File: src/rtl/alu_issue_ctrl.sv
// Operand-fetch / writeback stage wrapped around a combinational 8-bit ALU.
// Issues one instruction per handshake, holds operands ALU_WAIT cycles, then captures Result and NZVC.
module alu_issue_ctrl #(
  parameter int DATA_W   = 8,
  parameter int ADDR_W   = 2,
  parameter int ALU_WAIT = 1
) (
  input  logic              clk,
  input  logic              rst,
  input  logic              instr_valid,
  output logic              instr_ready,
  input  logic [2:0]        instr_op,
  input  logic [ADDR_W-1:0] instr_rd,
  input  logic [ADDR_W-1:0] instr_rs1,
  input  logic [ADDR_W-1:0] instr_rs2,
  input  logic              instr_use_imm,
  input  logic [DATA_W-1:0] instr_imm,
  input  logic              instr_wb,
  output logic [DATA_W-1:0] A,
  output logic [DATA_W-1:0] B,
  output logic [2:0]        ALU_Sel,
  input  logic [DATA_W-1:0] Result,
  input  logic [3:0]        NZVC,
  output logic [3:0]        flags,
  output logic              done,
  input  logic [ADDR_W-1:0] dbg_addr,
  output logic [DATA_W-1:0] dbg_data
);

  localparam int         NREG      = 1 << ADDR_W;
  localparam logic [3:0] WAIT_LOAD = 4'(ALU_WAIT - 1);

  typedef enum logic [1:0] {
    ST_IDLE  = 2'd0,
    ST_ISSUE = 2'd1,
    ST_DONE  = 2'd2
  } state_e;

  state_e              state_q;
  logic [3:0]          cnt_q;
  logic [ADDR_W-1:0]   rd_q;
  logic                wb_q;
  logic [DATA_W-1:0]   regs_q [NREG];
  logic [DATA_W-1:0]   a_q;
  logic [DATA_W-1:0]   b_q;
  logic [2:0]          sel_q;
  logic [3:0]          flags_q;
  logic                ready_q;
  logic                done_q;

  // Issue/capture FSM; operands are read at accept so the previous writeback is always visible.
  always_ff @(posedge clk) begin
    if (rst) begin
      state_q <= ST_IDLE;
      cnt_q   <= 4'd0;
      rd_q    <= {ADDR_W{1'b0}};
      wb_q    <= 1'b0;
      a_q     <= {DATA_W{1'b0}};
      b_q     <= {DATA_W{1'b0}};
      sel_q   <= 3'd0;
      flags_q <= 4'd0;
      ready_q <= 1'b1;
      done_q  <= 1'b0;
      for (int i = 0; i < NREG; i++) begin
        regs_q[i] <= {DATA_W{1'b0}};
      end
    end else begin
      case (state_q)
        ST_IDLE: begin
          done_q <= 1'b0;
          if (instr_valid) begin
            a_q     <= regs_q[instr_rs1];
            b_q     <= instr_use_imm ? instr_imm : regs_q[instr_rs2];
            sel_q   <= instr_op;
            rd_q    <= instr_rd;
            wb_q    <= instr_wb;
            cnt_q   <= WAIT_LOAD;
            ready_q <= 1'b0;
            state_q <= ST_ISSUE;
          end else begin
            ready_q <= 1'b1;
            state_q <= ST_IDLE;
          end
        end
        ST_ISSUE: begin
          ready_q <= 1'b0;
          if (cnt_q == 4'd0) begin
            flags_q <= NZVC;
            if (wb_q) begin
              regs_q[rd_q] <= Result;
            end else begin
              regs_q[rd_q] <= regs_q[rd_q];
            end
            done_q  <= 1'b1;
            state_q <= ST_DONE;
          end else begin
            cnt_q   <= cnt_q - 4'd1;
            done_q  <= 1'b0;
            state_q <= ST_ISSUE;
          end
        end
        ST_DONE: begin
          done_q  <= 1'b0;
          ready_q <= 1'b1;
          state_q <= ST_IDLE;
        end
        default: begin
          done_q  <= 1'b0;
          ready_q <= 1'b1;
          state_q <= ST_IDLE;
        end
      endcase
    end
  end

  assign instr_ready = ready_q;
  assign done        = done_q;
  assign A           = a_q;
  assign B           = b_q;
  assign ALU_Sel     = sel_q;
  assign flags       = flags_q;
  assign dbg_data    = regs_q[dbg_addr];

endmodule
File: config.mk
export PLATFORM = sky130hd
export DESIGN_NAME = alu_issue_ctrl
export DESIGN_NICKNAME = d
export VERILOG_FILES = /design/src/rtl/alu_issue_ctrl.sv
export SDC_FILE = /design/constraint.sdc
export NUM_CORES = 1
export LEC_CHECK = 0
export ABC_CLOCK_PERIOD_IN_PS = 6700
export BUFFER_PORTS_ARGS = -buffer_cell sky130_fd_sc_hd__buf_4
export CORE_MARGIN = 2
export CORE_UTILIZATION = 50
export CTS_CLUSTER_SIZE = 40
export DETAILED_ROUTE_END_ITERATION = 12
export HOLD_SLACK_MARGIN = 0.08
export MAX_ROUTING_LAYER = met4
export PLACE_DENSITY = 0.72
export SLEW_MARGIN = 30
export SYNTH_ARGS = -nofsm -noshare
export SYNTH_HDL_FRONTEND = slang
export SYNTH_SLANG_ARGS = --single-unit
File: constraint.sdc
create_clock -name clk -period 6.7 [get_ports clk]
set_input_delay 0 -clock clk [delete_from_list [all_inputs] [get_ports clk]]
set_output_delay 0 -clock clk [all_outputs]
set_load 0.05 [all_outputs]
==> run metrics, run 1 <==
FFs w/ async S/R, synth=0; Crit path max-delay family=simple AND/OR/NAND/NOR gates; hold crit path type=input port to flop; status=finished, final reports clean; commonest non-fill, non-tap cells in the layout=buf_4, dlygate4sd3_1, dfxtp_1, nor2_1, edfxtp_1; maximum clock rate=0.410 GHz; initial core utilization=0.522; Tot GR Track Use=0.225; Root Buffer=clkbuf_8; largest net degree at the start of global routing=21; via density per instance=5.50; ranking of synthesized cells by area=edfxtp_1, dfxtp_1, mux4_2, nor2_1, mux2i_1; VDD IR-drop max=0.000156 V; Worst setup EP type=flop; max-cap violation count=0; Top FF cell, synth=dfxtp_1; WHS=0.0810 ns; Static Leakage=1.70 nW; die area=6860 um2; fin crit share=0.364; TritonCTS clock tree=yes; Final GP Congestion=0.844; crit-path max cell delay=0.70 ns; routed len/inst=16.6 um; R2R Path Start=state_q[0]$_SDFF_PP0_; Clock transition at path regs=0.07 ns; CP Max Fanout=9; Synth Warn #=0; CP arrival=2.41 ns; post-synthesis register bit count=66; post-CTS sizing=0; via count=2392; First-pass DRT Iterations=5; M2 GR Usage=0.349; worst path buffer plus inverter count=0; TNS Setup=0 ns; Num CTS Buffers=9; fraction of layout cells with a size suffix above 1=0.325; clk sinks=66; hold wc startpoint=Result[6]; Antenna diodes=0; I/O Pins=69; Slew Limit Fails=0; Buffers on Ports=68; register area share after synthesis=0.528; share of the synthesized area in the top cell type=0.309; Mapped Cells=247; HPWL after DPL=4.99 mm; post-route ant nets=0; grt peak-use layer=met2; CP cell instances=nor2b_1, nand3_2, o21ai_1; RSZ-0062 raised after global routing=no; DRC=0; Pwr Density=262 nW/um2; # setup viols final=0; worst clock skew=0.00639 ns; WS Path Type=flop to flop; min Tclk post-route=2.44 ns; Layout area overhead=37.3%; syn_nets=284; nets=392; Overflow after GRT=0; grt met1 use=0.295; commonest non-fill, non-tap cell in the layout=buf_4; EDFF count, synth=32; Hold Violations, Final=0; Clock Path Buffers=2; syn_area_per_cell=12.6 um2; Die W=82.9 um; first-pass GRT wire length=11.8 mm; DRT iter0 DRCs=110; FP Rows=28; met3 Use GR=0.0487; Worst-Skew Late Latency=0.33 ns; Required @ worst endpoint=6.67 ns; headroom to the max-slew limit=0.463; initial antenna violation count=0; Mapped Area=3110 um2; core area=5960 um2; Die Ht=82.9 um; CP max-delay cell=nor2b_1; count of cell types in the netlist=35; Worst Setup SP=state_q[0]$_SDFF_PP0_; worst-margin pin slew=0.804 ns; Post-Route WL=7.24 mm; largest area contributor in the netlist=edfxtp_1; number of global-route vias before repair=2368; kind of start point of the critical path=flop; H-Tree Depth=3
repair_timing:
action | in CTS | in global routing
endpoints found under the hold margin | 41 | 0
buffers inserted | 0 | 0
hold buffers | 45 | 0
synthesized netlist by cell type (2+ instances only):
cell type,number
nand2_1,24
nor2_1,34
or3b_2,2
nand4_2,3
o21ai_0,7
buf_1,3
inv_1,3
nor3b_1,2
nor3_1,3
a22o_1,8
a21oi_1,12
dfxtp_1,34
edfxtp_1,32
clkbuf_1,4
mux2i_1,9
or3_1,3
buf_6,2
o2bb2ai_1,8
nand3_1,6
buf_2,8
nor2b_1,3
mux4_2,24
path summary, 6_finish.rpt:
check | cells past startpoint | slack (ns) | end
min | 3 | 0.08 | regs_q[3][6]$_DFFE_PP_
min reg2reg | 1 | 0.47 | B[5]$_SDFFE_PP0P_
max | 3 | 4.26 | regs_q[3][4]$_DFFE_PP_
max reg2reg | 3 | 4.26 | regs_q[3][4]$_DFFE_PP_
kinds of logic after synthesis:
group | Yosys count | share of synthesized area
buffers and inverters | 20 | 0.0322
DFF | 66 | 0.528
muxes | 33 | 0.203
AOI/OAI and AO/OA | 39 | 0.0857
and+or+nand+nor | 88 | 0.147
adders and majority gates | 1 | 0.00402
per-stage QoR:
step	cells	total power [mW]	util	cell area, um2	setup slack, ns
global placement	374	0.771	0.610	3630	4.14
CTS	435	1.12	0.717	4270	4.03
finish	435	1.12	0.717	4270	4.26
detailed placement	374	0.776	0.610	3630	4.03
global route	435	1.17	0.717	4270	4.03
floorplan	247	0.699	-	3110	4.58
sequential cells by signal, indices dropped and copies added (netlist names), 2 cells and up:
name and cells:
flags 4, rd_q 2, regs_q 32, ALU_Sel 3, B 8, A 8, state_q 2, cnt_q 4
worst reg2reg max path, cell delays in order (launching register included):
cell and delay (ns):
dfxtp_1 0.50, nor2b_1 0.70, nand3_2 0.29, o21ai_1 0.59
cell type report:
class | instances | area, um2
fillers | 430 | 1690
flip-flops and latches | 66 | 1640
multi-input cells | 161 | 1370
repair buffers | 114 | 968
clock buffers | 11 | 131
well taps | 75 | 93.8
clock inverters | 5 | 55.1
inverters | 3 | 11.3
power breakdown:
group | switching, mW | internal (mW) | leakage, nW
Combinational | 0.185 | 0.131 | 1.01
Clock | 0.147 | 0.171 | 0.0893
Sequential | 0.0283 | 0.458 | 0.609
layer usage:
layer,up-vias,wire (um)
li1,1151,-
met1,1162,3250
met2,72,3500
met3,7,385
met4,0,99
met5,-,0
Power figures use the tool's default switching activity.
==> run 2: changes to the inputs <==
Settings changed: ABC_AREA set to 1, ABC_CLOCK_PERIOD_IN_PS 6700 to 2200, CORE_UTILIZATION 50 to 49, PLACE_DENSITY 0.72 to 0.74.
Clock period 6.7 ns to 2.2 ns, I/O delays scaled along.
==> run 2 against run 1 <==
Critical path depth increased by 4. Non-clock buffer count fell by 3. Global-route usage up 4.0 points. Area after synthesis is 2.5% higher. Wire length is 23% higher. Die area up 4.4%. Hold slack better by 0.0069 ns. Power increased to 2.9 times the previous value. Critical path type unchanged. Largest cell class unchanged. Highest routed layer unchanged.
==> run metrics, run 2 <==
Synth Warn #=0 (unchanged); Required @ worst endpoint=2.49 ns (-4.18 ns); via density per instance=5.37 (-2.4%); Layout area overhead=35.9%; syn_area_per_cell=8.13 um2 (-35%); R2R Path Start=state_q[1]$_SDFF_PP0_; fin worst setup slack=0.313 ns (-3.95 ns); largest net degree at the start of global routing=24 (+14%); first-pass GRT wire length=14.3 mm (+21%); flop2flop setup slack=0.31 ns (-3.95 ns); fin crit share=0.858 (+0.493); Final GP Congestion=0.864 (+2.4%); Clock Path Buffers=2 (unchanged); DRC=0 (unchanged); Overflow after GRT=0 (unchanged); post-synthesis register bit count=66 (unchanged); Slew Limit Fails=0 (unchanged); Antenna diodes=0 (unchanged); initial core utilization=0.505 (-0.0171); commonest non-fill, non-tap cells in the layout=nand2_1, buf_4, nor2_1; Num CTS Buffers=9 (unchanged); reg2reg end=B[2]$_SDFFE_PP0P_; RSZ-0062 raised after global routing=no; hold wc startpoint=instr_rs1[1]; min Tclk post-route=1.89 ns (-0.554 ns); Buffers on Ports=68 (unchanged); HPWL after DPL=6.04 mm (+21%); CP arrival=2.18 ns (-0.23 ns); Root Buffer=clkbuf_8; Static Leakage=1.92 nW (+13%); TNS Setup=0 ns (unchanged); post-CTS setup buffers=0 (unchanged); initial antenna violation count=0 (unchanged); max-cap violation count=0 (unchanged); Post-Layout Cell Count=581 (+34%); Hold Crit Depth=5 (+2); CP max-delay cell=dlygate4sd3_1; Clock transition at path regs=0.07 ns (about the same); nets=536 (+37%); commonest non-fill, non-tap cell in the layout=nand2_1; Hold Violations, Final=0 (unchanged); via count=3118 (+30%); Biggest register=regs_q; H-Tree Depth=3 (unchanged); worst reg-to-reg path cell count=7 (+4); Post-Route WL=8.89 mm (+23%); fraction of layout cells with a size suffix above 1=0.202 (-0.123); Placed Instances=525 (+40%); register area share after synthesis=0.515 (-0.0131); share of the synthesized area in the top cell type=0.301 (-0.00764); Mapped Area=3190 um2 (+2.5%); die area=7170 um2 (+4.4%); EDFF count, synth=32 (unchanged); TritonCTS clock tree=yes; Largest register FFs=32 (unchanged); FFs w/ async S/R, synth=0 (unchanged); Pwr Density=749 nW/um2 (+190%); clk sinks=66 (unchanged); CP Max Fanout=23 (+14); Tot GR Track Use=0.266 (+0.0404); Worst setup EP type=flop; WS Path Type=flop to flop; hold_buf cts=40 (-11%); number of global-route vias before repair=2943 (+24%); FP Rows=29 (+3.6%); post-CTS sizing=0 (unchanged); pre-CTS WS=0.486 ns (-3.54 ns); # setup viols final=0 (unchanged); Synth top cells by count=nand2_1, nor2_1, o21ai_0; Top FF cell, synth=dfxtp_1; headroom to the max-slew limit=0.627 (+0.164); VDD IR-drop max=0.000491 V (+210%); largest area contributor in the netlist=edfxtp_1; CP cell instances=inv_1, nand3_2, inv_2, nor2_4, nand2_1, o21ai_1, dlygate4sd3_1; First-pass DRT Iterations=5 (unchanged); Mapped Cells=392 (+59%); Die Ht=84.7 um (+2.2%); status=finished, final reports clean; worst clock skew=0.00880 ns (+0.00241 ns); syn_nets=429 (+51%); Die W=84.7 um (+2.2%); I/O Pins=69 (unchanged); count leader, synth=nand2_1; maximum clock rate=0.530 GHz (+29%); Worst-Skew Late Latency=0.35 ns (+0.02 ns); crit-path max cell delay=0.56 ns (-0.14 ns); Min-Delay Endpoint=A[1]$_SDFFE_PP0P_; post-route ant nets=0 (unchanged); ranking of synthesized cells by area=edfxtp_1, dfxtp_1, nand2_1, nor2_1, o21ai_0; DRT iter0 DRCs=296 (+170%); routed len/inst=15.3 um (-8.1%); kind of start point of the critical path=flop; count of cell types in the netlist=28 (-20%); core area=6310 um2 (+6.0%); hold crit path type=input port to flop; worst-margin pin slew=0.558 ns (-0.246 ns)
-- run 2: cell count changes after synthesis, moves of 4 or more --
cell	previous run	this run
inv_1	3	23
inv_2	0	4
nand3_1	6	19
nor3_1	3	7
o21ai_0	7	49
o2bb2ai_1	8	0
o22ai_1	0	16
o21ai_1	0	7
nor2_1	34	68
a22o_1	8	0
mux4_2	24	0
mux2i_1	9	0
nand2_1	24	89
-- run 2: stage by stage --
step / cell area [um2] / power (mW) / util / hold WS (ns)
4_1_cts: 4330 / 3.24 / 0.686 / 0.0832
3_3_place_gp: 3730 / 2.13 / 0.591 / 0.196
6_report: 4330 / 3.25 / 0.686 / 0.0879
3_5_place_dp: 3730 / 2.14 / 0.591 / 0.204
2_1_floorplan: 3190 / 1.92 / - / 0.0691
5_1_grt: 4330 / 3.37 / 0.686 / 0.119
-- run 2: layout make-up --
cell class                 count  area [um2]
tap                           77        96.3
clock inverter                 3        40.0
sequential                    66        1640
multi-input combinational    284        1360
timing repair buffer         111         933
inverter                      27         101
fill                         531        1980
clock buffer                  13         160
-- run 2: worst max-delay path by stage --
stage	start	endpoint	slack [ns]	depth (start not counted)
global placement	cnt_q[0]$_SDFFE_PP0P_	regs_q[1][6]$_SDFFCE_PN0P_	0.56	6
global route	state_q[1]$_SDFF_PP0_	B[6]$_SDFFE_PP0P_	0.15	7
finish	state_q[1]$_SDFF_PP0_	B[2]$_SDFFE_PP0P_	0.31	7
floorplan	cnt_q[0]$_SDFFE_PP0P_	regs_q[2][0]$_SDFFCE_PN0P_	0.25	6
detailed placement	cnt_q[0]$_SDFFE_PP0P_	regs_q[1][6]$_SDFFCE_PN0P_	0.49	6
CTS	state_q[1]$_SDFF_PP0_	B[3]$_SDFFE_PP0P_	0.33	7
-- run 2: kinds of logic (layout without fill, tap and decap cells) --
family,count (synthesis),in the layout,share of synthesized area
and+or+nand+nor,198,198,0.282
buffers and inverters,42,154,0.0585
adders and majority gates,1,1,0.00392
DFF,66,66,0.515
AOI/OAI and AO/OA,85,85,0.141
-- run 2: metal layers --
layer	up-vias	share of wire	global-route usage
met2	134	0.49	0.423
met5	-	0	-
met1	1428	0.41	0.332
met3	28	0.074	0.0531
li1	1528	-	-
met4	0	0.026	0.111
-- run 2: report_power, final --
| group | switching (mW) | total, mW | internal (mW) |
|---|---|---|---|
| sequential | 0.0664 | 1.44 | 1.37 |
| combinational | 0.485 | 0.754 | 0.269 |
| clock | 0.465 | 1.06 | 0.590 |
| total | 1.02 | 3.25 | 2.23 |
-- run 2: worst max-delay path: cells and delay by family, from the launching register on --
family	cells	cell delay (ns)
buffers and inverters	3	0.69
AO/OA/AOI/OAI	1	0.10
AND/OR/NAND/NOR	3	0.66
flip-flops	1	0.37
